`config.mk`:
```
export PLATFORM = sky130hd
export DESIGN_NAME = aes_run_sequencer
export DESIGN_NICKNAME = d
export VERILOG_FILES = /design/src/rtl/aes_seq_pkg.sv /design/src/rtl/aes_seq_lfsr.sv /design/src/rtl/aes_run_sequencer.sv
export SDC_FILE = /design/constraint.sdc
export NUM_CORES = 1
export LEC_CHECK = 0
export CORE_ASPECT_RATIO = 0.6
export CORE_MARGIN = 3
export CORE_UTILIZATION = 29
export DETAILED_ROUTE_END_ITERATION = 7
export GPL_TIMING_DRIVEN = 0
export MAX_ROUTING_LAYER = met4
export SLEW_MARGIN = 20
export SYNTH_ARGS = -nofsm -noshare
export SYNTH_HDL_FRONTEND = slang
export SYNTH_HIERARCHICAL = 1
export SYNTH_SLANG_ARGS = --single-unit
```
`constraint.sdc`:
```
create_clock -name TOP_Clk -period 6.67 [get_ports TOP_Clk]
set_clock_uncertainty 0.05 [all_clocks]
set_input_delay 1.334 -clock TOP_Clk [delete_from_list [all_inputs] [get_ports TOP_Clk]]
set_output_delay 1.334 -clock TOP_Clk [all_outputs]
set_load 0.005 [all_outputs]
```
`src/rtl/aes_seq_pkg.sv`:
```
// Shared types and constants for the AES run sequencer.
// Holds the FSM state encoding, the LFSR tap mask and the default LFSR seed.
package aes_seq_pkg;

   typedef enum logic [2:0] {
      StIdle   = 3'd0,
      StJitter = 3'd1,
      StLaunch = 3'd2,
      StWait   = 3'd3,
      StCheck  = 3'd4,
      StFinish = 3'd5
   } seq_state_e;

   localparam logic [15:0] LfsrTaps        = 16'hB400;
   localparam logic [15:0] LfsrSeedDefault = 16'hACE1;

endpackage

```
`src/rtl/aes_seq_lfsr.sv`:
```
// Free-running 16-bit Galois LFSR.
// It is reloaded with SEED on reset and exposes only the low OUT_W bits.
module aes_seq_lfsr
   import aes_seq_pkg::*;
#(
   parameter logic [15:0] SEED  = LfsrSeedDefault,
   parameter int unsigned OUT_W = 4
) (
   input  logic             TOP_Clk,
   input  logic             TOP_ResetAll,
   output logic [OUT_W-1:0] lfsr_low
);

   logic [15:0] lfsr_q, lfsr_d;

   always_comb begin
      lfsr_d = lfsr_q >> 1;
      if (lfsr_q[0]) lfsr_d = lfsr_d ^ LfsrTaps;
   end

   always_ff @(posedge TOP_Clk or posedge TOP_ResetAll) begin
      if (TOP_ResetAll) lfsr_q <= SEED;
      else              lfsr_q <= lfsr_d;
   end

   assign lfsr_low = lfsr_q[OUT_W-1:0];

endmodule

```
`src/rtl/aes_run_sequencer.sv`:
```
// Batch run controller for the AES core: it inserts a random pre-launch gap and drives the scope
// trigger. It also compares each ciphertext against a reference and keeps pass/fail counters.
module aes_run_sequencer
   import aes_seq_pkg::*;
#(
   parameter int unsigned DATA_W    = 128,
   parameter int unsigned RUNS_W    = 16,
   parameter int unsigned DELAY_W   = 4,
   parameter int unsigned TIMEOUT   = 64,
   parameter logic [15:0] LFSR_SEED = LfsrSeedDefault
) (
   input  logic              TOP_Clk,
   input  logic              TOP_ResetAll,
   input  logic              start,
   input  logic [RUNS_W-1:0] num_runs,
   input  logic              jitter_en,
   input  logic [DATA_W-1:0] expected_ct,
   output logic              core_start,
   input  logic              core_done,
   input  logic [DATA_W-1:0] core_ct,
   output logic              trigger,
   output logic              CompareFlag_p,
   output logic [RUNS_W-1:0] run_cnt,
   output logic [RUNS_W-1:0] fail_cnt,
   output logic              timeout_err,
   output logic              busy,
   output logic              batch_done
);

   localparam int unsigned     TmoW    = $clog2(TIMEOUT + 1);
   localparam logic [TmoW-1:0] TmoLast = TmoW'(TIMEOUT - 1);

   seq_state_e state_q, state_d;

   logic [RUNS_W-1:0]  runs_q, run_cnt_q, fail_cnt_q, run_cnt_inc;
   logic               jit_en_q, flag_q, tmo_q;
   logic [DELAY_W-1:0] delay_q, lfsr_low;
   logic [TmoW-1:0]    wait_cnt_q;
   logic [DATA_W-1:0]  ct_q;

   aes_seq_lfsr #(
      .SEED  (LFSR_SEED),
      .OUT_W (DELAY_W)
   ) u_lfsr (
      .TOP_Clk      (TOP_Clk),
      .TOP_ResetAll (TOP_ResetAll),
      .lfsr_low     (lfsr_low)
   );

   assign run_cnt_inc = run_cnt_q + 1'b1;

   always_ff @(posedge TOP_Clk or posedge TOP_ResetAll) begin
      if (TOP_ResetAll) state_q <= StIdle;
      else              state_q <= state_d;
   end

   always_comb begin
      state_d = state_q;
      unique case (state_q)
         StIdle:   if (start) state_d = (num_runs == '0) ? StFinish : StJitter;
         StJitter: if (delay_q == '0) state_d = StLaunch;
         StLaunch: state_d = StWait;
         // A done pulse in the expiry cycle still counts as a completed run.
         StWait: begin
            if (core_done)                   state_d = StCheck;
            else if (wait_cnt_q == TmoLast) state_d = StFinish;
         end
         StCheck:  state_d = (run_cnt_inc == runs_q) ? StFinish : StJitter;
         StFinish: state_d = StIdle;
         default:  state_d = StIdle;
      endcase
   end

   always_comb begin
      core_start = (state_q == StLaunch);
      trigger    = (state_q == StLaunch) || (state_q == StWait);
      busy       = (state_q != StIdle);
      batch_done = (state_q == StFinish);
   end

   always_ff @(posedge TOP_Clk or posedge TOP_ResetAll) begin
      if (TOP_ResetAll) begin
         runs_q     <= '0;
         jit_en_q   <= 1'b0;
         run_cnt_q  <= '0;
         fail_cnt_q <= '0;
         flag_q     <= 1'b0;
         tmo_q      <= 1'b0;
         delay_q    <= '0;
         wait_cnt_q <= '0;
         ct_q       <= '0;
      end else begin
         unique case (state_q)
            StIdle: begin
               if (start) begin
                  runs_q     <= num_runs;
                  jit_en_q   <= jitter_en;
                  run_cnt_q  <= '0;
                  fail_cnt_q <= '0;
                  flag_q     <= 1'b0;
                  tmo_q      <= 1'b0;
                  delay_q    <= jitter_en ? lfsr_low : '0;
               end
            end
            StJitter: if (delay_q != '0) delay_q <= delay_q - 1'b1;
            StLaunch: wait_cnt_q <= '0;
            StWait: begin
               if (core_done)                   ct_q       <= core_ct;
               else if (wait_cnt_q == TmoLast) tmo_q      <= 1'b1;
               else                             wait_cnt_q <= wait_cnt_q + 1'b1;
            end
            StCheck: begin
               flag_q    <= (ct_q == expected_ct);
               run_cnt_q <= run_cnt_inc;
               if ((ct_q != expected_ct) && (fail_cnt_q != {RUNS_W{1'b1}})) begin
                  fail_cnt_q <= fail_cnt_q + 1'b1;
               end
               delay_q <= jit_en_q ? lfsr_low : '0;
            end
            default: ;
         endcase
      end
   end

   assign CompareFlag_p = flag_q;
   assign run_cnt       = run_cnt_q;
   assign fail_cnt      = fail_cnt_q;
   assign timeout_err   = tmo_q;

endmodule

```
### Word-level counts from Yosys, hierarchy flattened

Index checks and enable logic that the tools add are counted.

* flip-flop bits (word level): 209
* output and inout port bits: 38

* $add $sub $neg: 4
* eq/ne operators: 18
* mux-type cells: 25
* bitwise logic cells: 1
* reductions and logical operators: 19

Operator list (count)
* $eq 128x128->1: 1
* $ne 128x128->1: 1
* $pmux 16 s2: 2
* $mux 16: 3
* $add 16x1->16 const B: 2
* $mux 3: 6
* $eq 16x16->1: 1
* $logic_not 16->1: 1
* $mux 4: 4
* $ne 16x16->1 const B: 1
* $pmux 3 s5: 1
* $mux 7: 2
* $pmux 7 s2: 1
* $ne 2x2->1 const B: 6
* $pmux 4 s3: 1
* $reduce_and 3->1: 4
* $add 7x1->7 const B: 1
* $eq 7x6->1 const B: 1
* $eq 3x2->1 const B: 2
* $eq 3x3->1 const B: 2
* $reduce_and 2->1: 3
* $reduce_bool 2->1: 3
* $reduce_bool 3->1: 2
* $logic_not 4->1: 1
* other kinds (12): 15

### Depth between registers and ports, before layout

Gate-level depths: netlist of the first run.

* word-level depth: 4
* mapped depth: 9

### Hierarchy

Netlist of the first run, hierarchy kept.

Modules (own cells, without submodules)
* aes_run_sequencer: times used 1, cells an instance 877, area each 9834.4 sq um, seq. area each 4829.6 sq um
* aes_seq_lfsr: times used 1, cells an instance 24, area each 470.5 sq um, seq. area each 410.4 sq um

### Worst setup path before layout of the first run

OpenSTA, ideal clock, no wires.

* kind: input to register
* start: in expected_ct[0]
* end: reg fail_cnt_q[10], in the netlist fail_cnt[10]
* data arrival time: 2.752 ns
* required time: 6.500 ns
* path slack: 3.748 ns
* stages: 7
* buffers on the path: 1
* cell sequence: xor2_1 > nor4_1 > nand4_1 > nor4_4 > a21boi_4 > buf_6 > a41o_1

* longest elaborated chain between the ends: 4

Ends and longest elaborated chain
* from (decl): line aes_run_sequencer.sv:17 `input logic [DATA_W-1:0] expected_ct,`
* $ne 128x128->1: line aes_run_sequencer.sv:115 `if ((ct_q != expected_ct) && (fail_cnt_q != {RUNS_W{1'b1}})) begin`
* $logic_and 1x1->1: line aes_run_sequencer.sv:115
* $ne 2x2->1 (no source line)
* $reduce_and 3->1 (no source line)
* to (signal assigned): line aes_run_sequencer.sv:116 `fail_cnt_q <= fail_cnt_q + 1'b1;`
* to (decl): line aes_run_sequencer.sv:35 `logic [RUNS_W-1:0] runs_q, run_cnt_q, fail_cnt_q, run_cnt_inc;`

No other way between the ends.
A chain may end at the register's enable or synchronous reset.

### Worst setup path after layout of the first run

* start: reg state_q[2]
* end: out core_start

* longest elaborated chain between the ends: 1

Ends and longest elaborated chain
* from (decl): line aes_run_sequencer.sv:33 `seq_state_e state_q, state_d;`
* from (signal assigned): line aes_run_sequencer.sv:53 `if (TOP_ResetAll) state_q <= StIdle;`
* from (signal assigned): line aes_run_sequencer.sv:54 `else state_q <= state_d;`
* $eq 3x2->1: line aes_run_sequencer.sv:75 `core_start = (state_q == StLaunch);`
* to (decl): line aes_run_sequencer.sv:18 `output logic core_start,`

No other way between the ends.

==> flow_summary.json, run 1 <==
{
  "cap_violations": 0,
  "synth.avg_cell_area_um2": 11.44,
  "mappedNetlistArea_mm2": 0.01030,
  "syn-num-nets": 1183,
  "postRouteAntennaNets": 0,
  "clock.fmax_ghz": 0.2541,
  "fin_util_pct": 43.26,
  "maxSlewHeadroom_pct": 35.08,
  "p_comb_share_pct": 32.3,
  "hpwl_um": 26990,
  "whs_endpoint": "u_lfsr/lfsr_q[11]$_DFF_PP1_",
  "worst_pin_slew_ps": 966.3,
  "timing.hold.worst.class": "reg -> reg",
  "critPathRequiredTime_ps": 5290,
  "initial_core_util_pct": 30.00,
  "intPower_uw": 3411,
  "die_x_um": 249.4,
  "portBuffers": 314,
  "grt_pass1_wl_um": 52680,
  "cts-resized-gates": 0,
  "power_density_mw_per_mm2": 339.9,
  "end_kind": "primary output",
  "hold_path.startpoint": "u_lfsr/lfsr_q[12]$_DFF_PP0_",
  "vdd_drop_max_v": 0.0002024,
  "r2r_end": "state_q[2]$_DFFE_PP0P_",
  "critPathArrivalTime_ps": 2550,
  "cellLeakagePower_uw": 0.006437,
  "ios": 315,
  "drv_slew": 0,
  "post-route-drc-count": 0,
  "dp_slack_ps": 2244,
  "syn2layout_area_growth_pct": 44.21,
  "clock_latency_ps": 530,
  "swShare_pct": 32.46,
  "switchingPower_uw": 1640,
  "synth_cell_types": 52,
  "async_reset_ff_share_pct": 100.0,
  "drt_iter0_drc": 431,
  "vias": 8119,
  "ys.warnings.count": 6,
  "grt_pass1_vias": 8356,
  "setup_viol": 0,
  "outcome": "complete, no violations",
  "drive_gt1_share_pct": 16.77,
  "path_class": "reg -> out",
  "synth-edff-count": 0,
  "wl_per_cell_um": 20.44,
  "r2r_slack_ps": 3520,
  "worst_slack_ps": 2735,
  "worstRegToRegCells": 8,
  "cts_tree": "yes",
  "dr.pass1.iters": 6,
  "die_y_um": 152.0,
  "fill_cells": 3244,
  "wirelength_um": 35120,
  "crit_fanout": 9,
  "antenna_found_initial": 1,
  "synth_cells": 901,
  "root_buffer": "clkbuf_16",
  "clk_pin_slew_worst_paths_ps": 70,
  "coreArea_mm2": 0.03435,
  "die_area_mm2": 0.03791,
  "post-route-period-util_pct": 59.00,
  "grt_overflow_total": 0,
  "viasPerCell": 4.726,
  "grt_usage_pct": 18.70,
  "fin_setup_tns_ps": 0,
  "startpoint_type": "flip-flop",
  "cts_buffers": 23,
  "min_path_cells": 0,
  "layout.nets": 1524,
  "gp_congestion": 0.8980,
  "clock_sinks": 209,
  "grt_max_degree": 94,
  "postCtsSetupBuffers": 0,
  "rows": 52,
  "fin_crit_ps": 3935,
  "total_power_uw": 5051,
  "clockBufferDepth": 3,
  "reg2reg_from": "run_cnt[1]$_DFFE_PP0P_",
  "pwr-share-clk_pct": 26.5,
  "rsz0062_at_grt": "false",
  "hold_violations": 0,
  "cts_hold_buf": 0,
  "synth_seq_cells": 209,
  "synth_ff_type": "dfrtp_1",
  "ys_seq_area_share_pct": 50.85,
  "htreeDepth": 1,
  "seqPwrFrac_pct": 41.2
}
==> area by class of cell <==
class,count,area [µm²],share of cell area [%]
multi-input cells,639,4820,32.43
plain buffers,42,203.9,1.372
diodes,1,2.502,0.01684
well taps,459,574.3,3.865
clock inverters,12,145.1,0.9767
inverters,11,48.80,0.3284
clock buffers,29,628.1,4.227
flip-flops and latches,209,5240,35.26
repair buffers,316,3198,21.52
==> placed cells by master (no fill, tap or decap), drive strengths merged, types with 13 or more instances in the layout <==
cell type | synthesis | routed
a21oi | 14 | 14
buf | 24 | 26
clkbuf | 18 | 47
clkdlybuf4s50 | 0 | 314
dfrtp | 201 | 201
inv | 11 | 13
mux2 | 128 | 128
nand2 | 101 | 101
nand3 | 20 | 20
nand4 | 27 | 27
nor2 | 29 | 29
nor4 | 39 | 39
o21ai | 36 | 36
xor2 | 145 | 145
==> layer usage <==
layer	global-route usage, %	part of all wire, %
met2	27.18	43
met1	27.03	49
met5	-	0
met3	4.340	6.7
met4	2.759	1.4
==> Yosys cell counts, types with 4 or more instances <==
| master | number | area, µm² |
|---|---|---|
| o31ai_1 | 6 | 45.04 |
| mux2_2 | 128 | 1441 |
| dfstp_2 | 8 | 210.2 |
| mux2i_1 | 12 | 120.1 |
| nor2b_1 | 4 | 25.02 |
| ha_1 | 5 | 62.56 |
| nand3_1 | 20 | 100.1 |
| o21ai_0 | 36 | 180.2 |
| xnor2_1 | 12 | 105.1 |
| dfrtp_1 | 201 | 5030 |
| and3_1 | 8 | 50.05 |
| nand4_1 | 27 | 168.9 |
| nand2_1 | 101 | 379.1 |
| buf_2 | 19 | 95.09 |
| nor3_1 | 6 | 30.03 |
| xor2_1 | 145 | 1270 |
| inv_1 | 11 | 41.29 |
| clkbuf_1 | 18 | 67.56 |
| buf_4 | 4 | 30.03 |
| nor2_1 | 29 | 108.9 |
| and2_1 | 5 | 31.28 |
| a31oi_1 | 7 | 43.79 |
| nor4_1 | 37 | 231.5 |
| a21oi_1 | 14 | 70.07 |
==> through the flow <==
step / cell area, µm² / hold WS (ps) / instances
after floorplan: 10300 / 281.2 / 901
after global placement: 14020 / 286.3 / 1674
after detailed placement: 14080 / 288.0 / 1676
after CTS: 14860 / 304.5 / 1717
after global routing: 14860 / 309.2 / 1718
final: 14860 / 302.9 / 1718
==> registers in the layout (all words and copies together), names as in the netlist <==
signal         count
timeout_err        1
fail_cnt          16
jit_en_q           1
CompareFlag_p      1
ct_q             128
runs_q            16
run_cnt           16
delay_q            4
u_lfsr/lfsr_q     16
wait_cnt_q         7
state_q            3
==> power by group through the flow <==
stage,registers [µW],clock network [µW],logic (µW)
after detailed placement,2100,0,1640
after global placement,2090,0,1590
after global routing,2140,1440,1810
after CTS,2080,1390,1650
final,2080,1340,1630
after floorplan,2010,0,1120
==> worst max-delay path by stage <==
stage | slack [ps] | endpoint | cells past startpoint | startpoint
floorplan | 30 | CompareFlag_p$_DFFE_PP0P_ | 1 | TOP_ResetAll
global placement | -3210 | ct_q[111]$_DFFE_PP0P_ | 2 | TOP_ResetAll
detailed placement | 2240 | fail_cnt[2]$_DFFE_PP0P_ | 9 | expected_ct[0]
CTS | 2700 | core_start | 6 | state_q[2]$_DFFE_PP0P_
global route | 2510 | core_start | 6 | state_q[2]$_DFFE_PP0P_
finish | 2730 | core_start | 6 | state_q[2]$_DFFE_PP0P_
==> critical path, cell delays in order (launching register included) <==
cell and delay (ps):
dfrtp_1 360, clkbuf_1 200, nor2b_1 140, clkbuf_1 290
nor2b_1 180, clkbuf_1 260, clkdlybuf4s50_1 600
==> kinds of logic after synthesis <==
kind of cell,after synthesis,synth area share [%]
flops,209,50.85
mux,140,15.15
buf+inv,53,2.380
compound gates,83,5.136
fa+ha+maj,5,0.6071
simple gates,254,12.53
xor+xnor,157,13.34
Power figures use the tool's default switching activity.
==> run 2, diff against run 1 <==
- clock period: 6.67 -> 3.85 ns (I/O delays scaled with it)
==> run 2 against run 1 <==
Effect of this change: hold slack lost 5.0 ps; worst setup slack worse by 2300 ps; highest routed layer unchanged; register-to-register slack got worse by 3100 ps; routed wire length is 0.24% lower; sequential share of layout area is 0.050 points lower; cell count is 0.12% higher; sequential power increased by 74%; via count grew 1.0%; non-clock buffer count is 5 higher; critical path depth is 2 higher; critical path type is now reg -> reg; core utilization up 0.062 points.
==> flow_summary.json, run 2 (synthesis results as in run 1) <==
{
  "fin_setup_tns_ps": 0,
  "postRouteAntennaNets": 0,
  "die_x_um": 249.4,
  "fin_crit_ps": 3398,
  "cts-resized-gates": 0,
  "rows": 52,
  "clk_pin_slew_worst_paths_ps": 60,
  "viasPerCell": 4.768,
  "final_cells": 1720,
  "rsz0062_at_grt": "false",
  "hold_violations": 0,
  "die_y_um": 152.0,
  "cellLeakagePower_uw": 0.006437,
  "r2r_end": "state_q[2]$_DFFE_PP0P_",
  "clock_latency_ps": 520,
  "grt_usage_pct": 18.55,
  "vdd_drop_max_v": 0.0002738,
  "reg2reg_from": "run_cnt[1]$_DFFE_PP0P_",
  "fill_cells": 3267,
  "coreArea_mm2": 0.03435,
  "registers.top_by_ff_count": "ct_q",
  "placed_area_mm2": 0.01417,
  "largest_reg_flops": 128,
  "cts_hold_buf": 0,
  "worst_pin_slew_ps": 1109,
  "design_area_mm2": 0.01488,
  "end_kind": "flip-flop",
  "clock_sinks": 209,
  "drv_slew": 0,
  "initial_core_util_pct": 30.00,
  "vias": 8201,
  "cap_violations": 0,
  "startpoint_type": "flip-flop",
  "worstRegToRegCells": 8,
  "cts_buffers": 23,
  "ios": 315,
  "outcome": "complete, no violations",
  "root_buffer": "clkbuf_16",
  "maxSlewHeadroom_pct": 25.52,
  "mostFrequentLayoutCell": "clkdlybuf4s50_1",
  "drt_iter0_drc": 456,
  "layout.nets": 1529,
  "timing.hold.worst.class": "reg -> reg",
  "critPathArrivalTime_ps": 3770,
  "post-route-period-util_pct": 88.27,
  "r2r_slack_ps": 450,
  "dp_cells": 1681,
  "whs_endpoint": "u_lfsr/lfsr_q[8]$_DFF_PP0_",
  "min_path_cells": 0,
  "wirelength_um": 35030,
  "cts_tree": "yes",
  "critPathRequiredTime_ps": 4220,
  "hpwl_um": 27620,
  "grt_max_degree": 32,
  "path_class": "reg -> reg",
  "htreeDepth": 1,
  "die_area_mm2": 0.03791,
  "final_cell_mix": "clkdlybuf4s50_1 (314), dfrtp_1 (201), xor2_1 (145)",
  "postCtsSetupBuffers": 0,
  "crit_fanout": 8,
  "clock.fmax_ghz": 0.2943,
  "grt_overflow_total": 0,
  "portBuffers": 314,
  "grt_pass1_wl_um": 52140,
  "power_density_mw_per_mm2": 578.3,
  "clockBufferDepth": 3,
  "antenna_found_initial": 1,
  "syn2layout_area_growth_pct": 44.42,
  "gp_congestion": 0.9351,
  "post-route-drc-count": 0,
  "setup_viol": 0,
  "wl_per_cell_um": 20.37,
  "drive_gt1_share_pct": 16.75,
  "dr.pass1.iters": 5,
  "grt_pass1_vias": 8412,
  "hold_path.startpoint": "u_lfsr/lfsr_q[9]$_DFF_PP0_"
}
[run 2: cell type report]
type	instances	area, µm²	area share (%)
Buffer	42	203.9	1.370
Sequential cell	209	5240	35.21
Clock inverter	5	50.05	0.3363
Antenna cell	1	2.502	0.01682
Tap cell	459	574.3	3.859
Clock buffer	33	663.1	4.456
Multi-Input combinational cell	639	4820	32.39
Timing Repair Buffer	321	3283	22.06
Inverter	11	45.04	0.3027
[run 2: stage by stage]
| stage | util [%] | worst slack (ps) | hold slack [ps] | total power, µW |
|---|---|---|---|---|
| floorplan | - | 539.6 | 281.2 | 5421 |
| global placement | 40.83 | -1344 | 284.4 | 6386 |
| detailed placement | 41.24 | 136.2 | 287.0 | 6501 |
| CTS | 43.31 | 443.8 | 300.7 | 8715 |
| global route | 43.32 | 256.0 | 303.2 | 9193 |
| finish | 43.32 | 451.6 | 297.9 | 8607 |
[run 2: how the worst max path moves through the flow]
stage,startpoint,to,slack (ps),depth (start not counted)
floorplan,TOP_ResetAll,CompareFlag_p$_DFFE_PP0P_,540,1
global placement,TOP_ResetAll,ct_q[105]$_DFFE_PP0P_,-1340,2
detailed placement,expected_ct[0],fail_cnt[10]$_DFFE_PP0P_,140,8
CTS,state_q[2]$_DFFE_PP0P_,core_start,440,6
global route,state_q[2]$_DFFE_PP0P_,core_start,260,6
finish,run_cnt[1]$_DFFE_PP0P_,state_q[2]$_DFFE_PP0P_,450,8
[run 2: power breakdown]
group,internal (µW),switching (µW),total (µW)
clock,1250,906,2160
combinational,1530,1290,2830
sequential,3020,597,3620
total,5810,2800,8610
[run 2: routing by layer]
layer / routed length (µm) / global-route usage (%) / up-vias
met4: 493 / 2.649 / 0
met1: 17050 / 26.72 / 4047
met5: 0 / - / -
li1: - / - / 3852
met3: 2518 / 5.057 / 28
met2: 14970 / 26.51 / 274
[run 2: critical path, cell delays in order (launching register included)]
cell and delay (ps):
dfrtp_1 500, ha_1 190, buf_2 210, nand4_1 230
nor3_1 950, and3_1 340, xnor2_1 220, nand4_1 260
o41ai_2 350
==> run 3, diff against run 2 <==
- clock period: 3.85 -> 3.9 ns (I/O delays scaled with it)
==> results of run 3 <==
Same layout as run 2 (identical final DEF). Status: complete, no violations.
Among the figures that moved: setup slack after placement 136.2 ps -> 176.2 ps; setup slack after layout 451.6 ps -> 501.6 ps; register-to-register setup slack 450 ps -> 500 ps; total power 8607 µW -> 8496 µW; worst IR drop on VDD 0.0002738 V -> 0.0002703 V
